==> config.mk <==
export PLATFORM = sky130hd
export DESIGN_NAME = trigger_scheduler_flat
export DESIGN_NICKNAME = d
export VERILOG_FILES = /design/src/rtl/trigger_scheduler_if.sv /design/src/rtl/trigger_scheduler.sv /design/src/flat_wrapper.sv
export SDC_FILE = /design/constraint.sdc
export NUM_CORES = 1
export LEC_CHECK = 0
export ABC_AREA = 1
export ABC_CLOCK_PERIOD_IN_PS = 3000
export CAP_MARGIN = 25
export CORE_MARGIN = 2
export CORE_UTILIZATION = 50
export CTS_CLUSTER_DIAMETER = 80
export CTS_CLUSTER_SIZE = 12
export DETAILED_ROUTE_END_ITERATION = 10
export GPL_ROUTABILITY_DRIVEN = 0
export HOLD_SLACK_MARGIN = 0.12
export PLACE_DENSITY = 0.7
export SKIP_LAST_GASP = 1
export SYNTH_ARGS = -nofsm -noshare
export SYNTH_HDL_FRONTEND = slang
export SYNTH_SLANG_ARGS = --single-unit
==> constraint.sdc <==
create_clock -name int_clock -period 3 [get_ports int_clock]
set_input_delay 0.45 -clock int_clock [delete_from_list [all_inputs] [get_ports int_clock]]
set_output_delay 0.45 -clock int_clock [all_outputs]
set_load 0.05 [all_outputs]
==> src/rtl/trigger_scheduler_if.sv <==
// ============================================================================
//  Module      : trigger_scheduler_if
//  Description : Request/config/status bundle of the trigger scheduler.
//                Carries delay_len only when TRIG_DELAY_EN is defined.
//  Revision    : 1.0 - initial release
// ============================================================================
`default_nettype none

interface trigger_scheduler_if #(
  parameter int CNT_W  = 32,
  parameter int MISS_W = 8
);
  logic              req_ext;
  logic              arm;
  logic [CNT_W-1:0]  pulse_len;
  logic [CNT_W-1:0]  gap_len;
  logic [7:0]        burst_cnt;
  logic [CNT_W-1:0]  holdoff_len;
`ifdef TRIG_DELAY_EN
  logic [CNT_W-1:0]  delay_len;
`endif
  logic              trigger_out;
  logic              trig_flag;
  logic              grant_src;
  logic              seq_done;
  logic [MISS_W-1:0] missed_cnt;

  modport master (
`ifdef TRIG_DELAY_EN
    output delay_len,
`endif
    output req_ext, arm, pulse_len, gap_len, burst_cnt, holdoff_len,
    input  trigger_out, trig_flag, grant_src, seq_done, missed_cnt
  );

  modport slave (
`ifdef TRIG_DELAY_EN
    input  delay_len,
`endif
    input  req_ext, arm, pulse_len, gap_len, burst_cnt, holdoff_len,
    output trigger_out, trig_flag, grant_src, seq_done, missed_cnt
  );
endinterface

`default_nettype wire

==> src/rtl/trigger_scheduler.sv <==
// ============================================================================
//  Module      : trigger_scheduler
//  Description : Arbitrates button / external trigger requests and runs a
//                pulse burst plus holdoff window. Optional macro
//                TRIG_DELAY_EN adds a pre-burst DELAY state (delay_len).
//  Revision    : 1.0 - initial release
// ============================================================================
`default_nettype none

module trigger_scheduler #(
  parameter int CNT_W  = 32,
  parameter int MISS_W = 8
) (
  input  wire                int_clock,
  input  wire                reset_n,
  input  wire                push_button_n,
  trigger_scheduler_if.slave bus
);

  localparam logic [CNT_W-1:0] CNT_ONE = {{(CNT_W-1){1'b0}}, 1'b1};

  typedef enum logic [2:0] {
    S_IDLE    = 3'd0,
    S_PULSE   = 3'd1,
    S_GAP     = 3'd2,
`ifdef TRIG_DELAY_EN
    S_DELAY   = 3'd4,
`endif
    S_HOLDOFF = 3'd3
  } state_t;

  state_t            state, state_nx;
  logic [CNT_W-1:0]  cnt, cnt_nx;
  logic [7:0]        burst_left, burst_nx;
  logic [CNT_W-1:0]  pulse_q, pulse_nx;
  logic [CNT_W-1:0]  gap_q, gap_nx;
  logic [CNT_W-1:0]  holdoff_q, holdoff_nx;
  logic              src_q, src_nx;
  logic              trigger_q, trig_flag_q, seq_done_q;
  logic [MISS_W-1:0] missed_q, missed_nx;

  logic              s1, s2, s3;
  logic              btn_req;
  logic              can_grant, grant;
  logic              drop_btn, drop_ext;
  logic [1:0]        miss_inc;
  logic [MISS_W:0]   miss_sum;
  logic [CNT_W-1:0]  pulse_eff, gap_eff;
  logic [7:0]        burst_eff;

  // Button: two-flop synchroniser plus one delay flop for falling-edge detect
  always_ff @(posedge int_clock or negedge reset_n) begin
    if (!reset_n) begin
      s1 <= 1'b1;
      s2 <= 1'b1;
      s3 <= 1'b1;
    end else begin
      s1 <= push_button_n;
      s2 <= s1;
      s3 <= s2;
    end
  end

  assign btn_req   = s3 & ~s2;

  assign can_grant = (state == S_IDLE) && bus.arm;
  assign grant     = can_grant && (btn_req || bus.req_ext);
  assign drop_btn  = btn_req && !can_grant;
  // The external strobe loses to a simultaneous button edge
  assign drop_ext  = bus.req_ext && !(can_grant && !btn_req);

  assign miss_inc  = {1'b0, drop_btn} + {1'b0, drop_ext};
  assign miss_sum  = {1'b0, missed_q} + {{(MISS_W-1){1'b0}}, miss_inc};
  assign missed_nx = miss_sum[MISS_W] ? {MISS_W{1'b1}} : miss_sum[MISS_W-1:0];

  assign pulse_eff = (bus.pulse_len == '0) ? CNT_ONE : bus.pulse_len;
  assign gap_eff   = (bus.gap_len == '0) ? CNT_ONE : bus.gap_len;
  assign burst_eff = (bus.burst_cnt == 8'd0) ? 8'd1 : bus.burst_cnt;

  always_comb begin
    state_nx   = state;
    cnt_nx     = cnt;
    burst_nx   = burst_left;
    pulse_nx   = pulse_q;
    gap_nx     = gap_q;
    holdoff_nx = holdoff_q;
    src_nx     = src_q;

    case (state)
      S_IDLE: begin
        if (grant) begin
          src_nx     = ~btn_req;
          pulse_nx   = pulse_eff;
          gap_nx     = gap_eff;
          holdoff_nx = bus.holdoff_len;
          burst_nx   = burst_eff;
          state_nx   = S_PULSE;
          cnt_nx     = pulse_eff - CNT_ONE;
`ifdef TRIG_DELAY_EN
          if (bus.delay_len != '0) begin
            state_nx = S_DELAY;
            cnt_nx   = bus.delay_len - CNT_ONE;
          end
`endif
        end
      end

`ifdef TRIG_DELAY_EN
      S_DELAY: begin
        if (cnt == '0) begin
          state_nx = S_PULSE;
          cnt_nx   = pulse_q - CNT_ONE;
        end else begin
          cnt_nx   = cnt - CNT_ONE;
        end
      end
`endif

      S_PULSE: begin
        if (cnt == '0) begin
          burst_nx = burst_left - 8'd1;
          if (burst_left != 8'd1) begin
            state_nx = S_GAP;
            cnt_nx   = gap_q - CNT_ONE;
          end else if (holdoff_q != '0) begin
            state_nx = S_HOLDOFF;
            cnt_nx   = holdoff_q - CNT_ONE;
          end else begin
            state_nx = S_IDLE;
          end
        end else begin
          cnt_nx = cnt - CNT_ONE;
        end
      end

      S_GAP: begin
        if (cnt == '0) begin
          state_nx = S_PULSE;
          cnt_nx   = pulse_q - CNT_ONE;
        end else begin
          cnt_nx   = cnt - CNT_ONE;
        end
      end

      S_HOLDOFF: begin
        if (cnt == '0) begin
          state_nx = S_IDLE;
        end else begin
          cnt_nx   = cnt - CNT_ONE;
        end
      end

      default: state_nx = S_IDLE;
    endcase
  end

  // Outputs are registered from the next state so they line up with it
  always_ff @(posedge int_clock or negedge reset_n) begin
    if (!reset_n) begin
      state       <= S_IDLE;
      cnt         <= '0;
      burst_left  <= 8'd0;
      pulse_q     <= '0;
      gap_q       <= '0;
      holdoff_q   <= '0;
      src_q       <= 1'b0;
      trigger_q   <= 1'b0;
      trig_flag_q <= 1'b0;
      seq_done_q  <= 1'b0;
      missed_q    <= '0;
    end else begin
      state       <= state_nx;
      cnt         <= cnt_nx;
      burst_left  <= burst_nx;
      pulse_q     <= pulse_nx;
      gap_q       <= gap_nx;
      holdoff_q   <= holdoff_nx;
      src_q       <= src_nx;
      trigger_q   <= (state_nx == S_PULSE);
      trig_flag_q <= (state_nx != S_IDLE);
      seq_done_q  <= (state != S_IDLE) && (state_nx == S_IDLE);
      missed_q    <= missed_nx;
    end
  end

  assign bus.trigger_out = trigger_q;
  assign bus.trig_flag   = trig_flag_q;
  assign bus.grant_src   = src_q;
  assign bus.seq_done    = seq_done_q;
  assign bus.missed_cnt  = missed_q;

endmodule

`default_nettype wire

==> src/flat_wrapper.sv <==
// flat-port wrapper written by rule: the top's interface ports become plain ports
module trigger_scheduler_flat 
#(
  parameter int CNT_W  = 32,
  parameter int MISS_W = 8
)
  (int_clock, reset_n, push_button_n, bus_req_ext, bus_arm, bus_pulse_len, bus_gap_len, bus_burst_cnt, bus_holdoff_len, bus_trigger_out, bus_trig_flag, bus_grant_src, bus_seq_done, bus_missed_cnt);
  trigger_scheduler_if #(.CNT_W(CNT_W), .MISS_W(MISS_W)) bus_i ();
  input  wire int_clock;
  input  wire reset_n;
  input  wire push_button_n;
  input wire logic [$bits(bus_i.req_ext)-1:0] bus_req_ext;
  input wire logic [$bits(bus_i.arm)-1:0] bus_arm;
  input wire logic [$bits(bus_i.pulse_len)-1:0] bus_pulse_len;
  input wire logic [$bits(bus_i.gap_len)-1:0] bus_gap_len;
  input wire logic [$bits(bus_i.burst_cnt)-1:0] bus_burst_cnt;
  input wire logic [$bits(bus_i.holdoff_len)-1:0] bus_holdoff_len;
  output wire logic [$bits(bus_i.trigger_out)-1:0] bus_trigger_out;
  output wire logic [$bits(bus_i.trig_flag)-1:0] bus_trig_flag;
  output wire logic [$bits(bus_i.grant_src)-1:0] bus_grant_src;
  output wire logic [$bits(bus_i.seq_done)-1:0] bus_seq_done;
  output wire logic [$bits(bus_i.missed_cnt)-1:0] bus_missed_cnt;
  assign bus_i.req_ext = bus_req_ext;
  assign bus_i.arm = bus_arm;
  assign bus_i.pulse_len = bus_pulse_len;
  assign bus_i.gap_len = bus_gap_len;
  assign bus_i.burst_cnt = bus_burst_cnt;
  assign bus_i.holdoff_len = bus_holdoff_len;
  assign bus_trigger_out = bus_i.trigger_out;
  assign bus_trig_flag = bus_i.trig_flag;
  assign bus_grant_src = bus_i.grant_src;
  assign bus_seq_done = bus_i.seq_done;
  assign bus_missed_cnt = bus_i.missed_cnt;
  trigger_scheduler #(.CNT_W(CNT_W), .MISS_W(MISS_W)) u_core (.int_clock(int_clock), .reset_n(reset_n), .push_button_n(push_button_n), .bus(bus_i));
endmodule
== After elaboration in Yosys (flattened, before gate mapping) ==
Cells that the tools add are included.
Cells by class
  equality and inequality tests: 9
  reductions and logical operators: 24
  bitwise logic cells: 3
  multiplexer cells: 21
  add/subtract/negate cells: 8
Operators by type and width (count)
  $mux W32: 8
  $sub A32 B1 Y32 const B: 5
  $pmux W32 S4: 1
  $logic_not A32 Y1: 3
  $mux W8: 4
  $reduce_bool A32 Y1: 1
  $pmux W8 S2: 1
  $mux W3: 5
  $pmux W3 S4: 1
  $add A8 B2 Y9: 1
  $logic_not A8 Y1: 1
  $ne A8 B1 Y1 const B: 1
  $sub A8 B1 Y8 const B: 1
  $eq A3 B1 Y1 const B: 2
  $eq A3 B2 Y1 const B: 2
  $logic_and A1 B1 Y1: 6
  $logic_not A3 Y1: 2
  $reduce_bool A3 Y1: 2
  $ne A2 B1 Y1 const B: 2
  $ne A4 B4 Y1 const B: 1
  $reduce_and A4 Y1: 1
  $reduce_bool A4 Y1: 1
  $logic_not A1 Y1: 3
  $reduce_and A3 Y1: 1
  8 further kinds: 9
Storage, ports and cells
  input port bits: 109
  register bits: 154

== Depth between registers and ports, before layout ==
  depth in word-level cells: 9
  depth in mapped cells: 21
  depth with buffers taken out: 20

== Worst setup path before layout ==
No wires, ideal clock.
  kind: input to register
  start point: input bus_pulse_len[10]
  end point: register u_core.cnt[20]
  arrival time: 2.581 ns
  path buffers: 0
  setup slack: 0.306 ns
  cell stages on the path: 20
  cells stage by stage: inv_1 -> nand2_1 -> nor2_1 -> nand2_1 -> nor2_1 -> nand3_1 -> nand2_1 -> inv_1 -> ha_1 -> inv_1 -> nor3_1 -> nand2_1 -> nor3_1 -> nand2_1 -> o21ai_0 -> a21oi_1 -> nor2_1 -> nand3_1 -> nand2_1 -> inv_1
Between the ends
  word-level cells in the longest chain between the ends: 5
Ends and longest elaborated chain
  start: declaration: line flat_wrapper.sv:14  | input wire logic [$bits(bus_i.pulse_len)-1:0] bus_pulse_len;
  $logic_not A32 Y1: line trigger_scheduler.sv:76  | assign pulse_eff = (bus.pulse_len == '0) ? CNT_ONE : bus.pulse_len;
  $mux W32 (*): line trigger_scheduler.sv:76
  $sub A32 B1 Y32 (*): line trigger_scheduler.sv:98  | cnt_nx = pulse_eff - CNT_ONE;
  $mux W32 (*): line trigger_scheduler.sv:91  | if (grant) begin
  $pmux W32 S4 (*): line trigger_scheduler.sv:89  | case (state)
  end signal: assignment: line trigger_scheduler.sv:173  | cnt <= cnt_nx;
  end: declaration: line trigger_scheduler.sv:33  | logic [CNT_W-1:0] cnt, cnt_nx;
Every way passes the cells marked *; elsewhere a longest branch is shown, timed or not. The select of a mux whose other input is x is not followed.
A chain may end at the register's enable or synchronous reset.

== Final worst setup path ==
  start point: register u_core.burst_left[1]
  end point: register u_core.cnt[20]
Between the ends
  word-level cells in the longest chain between the ends: 4
  elaborated cells between the ends (all ways): 6
Ends and longest elaborated chain
  start: declaration: line trigger_scheduler.sv:34  | logic [7:0] burst_left, burst_nx;
  start signal: assignment: line trigger_scheduler.sv:174  | burst_left <= burst_nx;
  $ne A8 B1 Y1 (*): line trigger_scheduler.sv:122  | if (burst_left != 8'd1) begin
  $mux W32: line trigger_scheduler.sv:122
  $mux W32: line trigger_scheduler.sv:120  | if (cnt == '0) begin
  $pmux W32 S4: line trigger_scheduler.sv:89
Every way passes the cells marked *; elsewhere a longest branch is shown, timed or not.

==> flow_metrics.py <==
metrics = {
    "pwr": {
        "vdd_drop_max_v": 0.0003539,
        "leakagePower_nw": 6.515,
        "power.density_cell_area_mw_per_mm2": 571.0,
    },
    "final_layout": {
        "post-route-util_pct": 63.19,
        "final_layout_size_suffix_gt1_share_pct": 11.03,
        "regArea_mm2": 0.003857,
        "final_design_area_no_fill_mm2": 0.01422,
        "syn_to_final_growth_pct": 25.06,
        "nets": 2089,
        "layoutNonFillerInstCount": 2270,
        "antenna_cells_inserted": 0,
        "multi_input_comb_area_mm2": 0.006364,
        "nFillCells": 2101,
    },
    "logic_synthesis": {
        "synth_most_common_cell": "nand2_1",
        "synth_cell_type_count": 49,
        "synthDominantAreaCellType": "dfrtp_1",
        "yosys_register_bits": 154,
        "ys_top_cells_by_area": "dfrtp_1, nand2_1, inv_1",
        "synth_cell_count_leaders": "nand2_1, inv_1, nor2_1",
        "synth_top_area_share_pct": 33.23,
        "async_reset_ff_share_pct": 100.0,
        "syn_inst": 1772,
        "register_area_share_after_synthesis_pct": 33.93,
        "post_synth_instance_area_mm2": 0.01137,
        "syn_avg_cell_area_um2": 6.416,
        "dominantRegCellSynth": "dfrtp_1",
        "ys.warnings.count": 0,
        "synth_enable_flop_cells": 0,
        "postSynthNetCount": 1889,
    },
    "global_route": {
        "top_usage_layer": "met2",
        "grt_first_pass_wirelength_um": 62910,
        "globalRoute.totalOverflow": 0,
        "number_of_global_route_vias_before_repair": 11810,
        "globalRouteMet1Util_pct": 42.63,
        "grt_util_all_layers_pct": 33.82,
        "initial_antenna_violation_count": 0,
        "maximum_number_of_pins_on_one_net_before_global_route_repair": 160,
        "grt_util_met3_pct": 6.444,
        "grt.met2_usage_pct": 54.55,
    },
    "drt": {
        "drt_pre_antenna_iters": 6,
        "antenna_left": 0,
        "wl_um": 40380,
        "drc_errors": 0,
        "vias": 12680,
        "vias_per_cell": 5.587,
        "drtIter0Drc": 1348,
        "routed_length_per_instance_um": 17.79,
    },
    "timing": {
        "finalHoldViolations": 0,
        "slew_headroom_pct": 57.76,
        "report.final.slew_viol_count": 0,
        "hold_slack_ps": 366.3,
        "rsz0062_at_grt": "true",
        "final_min_period_over_clock_period_pct": 95.69,
        "clock_skew_ps": 13.79,
        "totalNegativeSetupSlack_ps": 0,
        "post-route-min-period_ps": 2871,
        "tightestPinTransition_ps": 627.8,
        "max_clock_freq_mhz": 348.3,
        "report.final.setup_viol": 0,
    },
    "placement": {
        "dpl_cell_area_mm2": 0.01352,
        "post-dp-hpwl_um": 31360,
        "port_bufs": 120,
        "post-place-cells": 2235,
    },
    "cts": {
        "clock_tree.root_cell": "clkbuf_16",
        "tritoncts": "yes",
        "cts_sink_cnt": 154,
        "clockBufferDepth": 2,
        "cts-buffers-inserted": 17,
        "clk-insertion-delay-late_ps": 450,
        "clkTransAtPathRegs_ps": 70,
        "cts_max_level": 4,
    },
    "floorplanning": {
        "core_area_mm2": 0.02250,
        "floorplan.die.height_um": 154.8,
        "ios": 121,
        "fp.dieArea_mm2": 0.02396,
        "placementRows": 55,
        "die_width_um": 154.8,
        "initial_utilization_pct": 50.53,
    },
    "worst_setup_path": {
        "cp_cell_sequence": "inv_1 > ha_1 > nand2_2 > nor2_8 > buf_4 > o21ai_1 > ha_1 > nand3_2 > inv_1 > nand2_1 > nor2_2 > nand3_1 > clkinv_1 > nand3_1 > nand3_1 > nand3_1 > nand2_1 > inv_1",
        "path_delay_family": "simple AND/OR/NAND/NOR gates",
        "critPathArrivalTime_ps": 3210,
        "critPathMaxStageDelay_ps": 350,
        "worst_setup_path_end_kind": "flip-flop",
        "path_buf_inv": 5,
        "worst_path_most_repeated_cell": "nand3_1",
        "startpoint_type_of_the_worst_setup_path": "flip-flop",
        "timing.critical_path.fanout_max": 12,
        "setup.worst_path.class": "reg2reg",
        "worstPathRequired_ps": 3340,
        "crit_path_top_delay_cell": "dfrtp_1",
    },
    "worst_hold_path": {
        "hold_path_class": "reg2reg",
    },
    "outcome": {
        "outcome": "complete, no violations",
    },
    "run": {
        "cap_violations": 0,
    },
}
==> cell families (layout without fill, tap and decap cells) <==
group                    after synthesis  count (layout)  synth area share, %
other                                  1               1              0.03298
flip-flops                           154             154                33.93
adder cells (fa/ha/maj)                8               8               0.9464
XOR/XNOR                              57              57                4.391
AO/OA/AOI/OAI                        273             273                13.16
AND/OR/NAND/NOR                      989             989                37.35
buffers and inverters                290             503                10.19
==> where the power goes <==
group | internal (W) | leakage [nW] | total [W] | switching, W
registers | 0.00253 | 1.87 | 0.00295 | 0.000416
clock network | 0.00136 | 0.317 | 0.00244 | 0.00108
logic | 0.000960 | 4.33 | 0.00273 | 0.00177
total | 0.00485 | 6.52 | 0.00812 | 0.00327
==> metal layers <==
metal | up-vias | share of wire, %
li1 | 6050 | -
met1 | 5776 | 40
met2 | 678 | 45
met3 | 178 | 8.5
met4 | 0 | 6.3
met5 | - | 0
==> path summary, 6_finish.rpt <==
| path | start | end | slack [ps] | cells after the start |
|---|---|---|---|---|
| setup / recovery | u_core.burst_left[1]$_DFFE_PN0P_ | u_core.cnt[20]$_DFFE_PN0P_ | 130 | 18 |
| hold / removal | u_core.s1$_DFF_PN1_ | u_core.s2$_DFF_PN1_ | 370 | 0 |
| setup reg to reg | u_core.burst_left[1]$_DFFE_PN0P_ | u_core.cnt[20]$_DFFE_PN0P_ | 130 | 18 |
| hold reg to reg | u_core.s1$_DFF_PN1_ | u_core.s2$_DFF_PN1_ | 370 | 0 |
| max in group asynchronous | reset_n | u_core.holdoff_q[30]$_DFFE_PN0P_ | 1730 | 3 |
| min in group asynchronous | reset_n | u_core.pulse_q[10]$_DFFE_PN0P_ | 510 | 2 |
==> cells in the final DEF, fill, tap and decap left out, drive strengths merged, types with 4 or more instances in the layout <==
cell type | netlist | final
nand2 | 538 | 538
nor2 | 261 | 261
inv | 241 | 251
o21ai | 192 | 192
dfrtp | 151 | 151
clkdlybuf4s50 | 0 | 119
buf | 20 | 107
nand3 | 99 | 99
a21oi | 47 | 47
xor2 | 45 | 45
nand4 | 34 | 34
nor3 | 21 | 21
nor4 | 18 | 18
clkbuf | 27 | 18
xnor2 | 12 | 12
or2 | 12 | 12
o211ai | 8 | 8
a31oi | 7 | 7
ha | 7 | 7
o2111ai | 4 | 4
a311oi | 4 | 4
clkinv | 2 | 4
==> sequential cells by signal, summed over array words and instances, names as in the netlist <==
name	count
u_core.burst_left	8
u_core.bus.grant_src	1
u_core.bus.missed_cnt	8
u_core.bus.seq_done	1
u_core.bus.trig_flag	1
u_core.bus.trigger_out	1
u_core.cnt	32
u_core.gap_q	32
u_core.holdoff_q	32
u_core.pulse_q	32
u_core.s1	1
u_core.s2	1
u_core.s3	1
u_core.state	3
==> stage by stage <==
step	setup slack (ps)	total power, W
2_1_floorplan	306.4	0.004611
3_3_place_gp	-69.02	0.005578
3_5_place_dp	-168.0	0.005629
4_1_cts	200.4	0.008069
5_1_grt	-8.586	0.008572
6_report	129.2	0.008119
==> worst register-to-register path: cells and delay by family (launching register included) <==
| kind | cells | cell delay, ps |
|---|---|---|
| compound gates | 1 | 240 |
| fa+ha+maj | 2 | 430 |
| buf+inv | 5 | 500 |
| flops | 1 | 350 |
| simple gates | 10 | 1270 |
==> timing repair <==
item	4_1_cts	5_1_grt
setup endpoints to repair	0	10
endpoints found under the hold margin	50	0
resized for setup	0	3
hold buffers	1	0
setup buffers	0	1
==> area by class of cell <==
| type | count | share of cell area, % |
|---|---|---|
| Clock inverter | 15 | 1.549 |
| Timing Repair Buffer | 228 | 14.65 |
| Clock buffer | 17 | 2.992 |
| Inverter | 243 | 6.415 |
| Tap cell | 285 | 2.508 |
| Sequential cell | 154 | 27.13 |
| Multi-Input combinational cell | 1328 | 44.76 |
(Power assumes the default switching activity.)
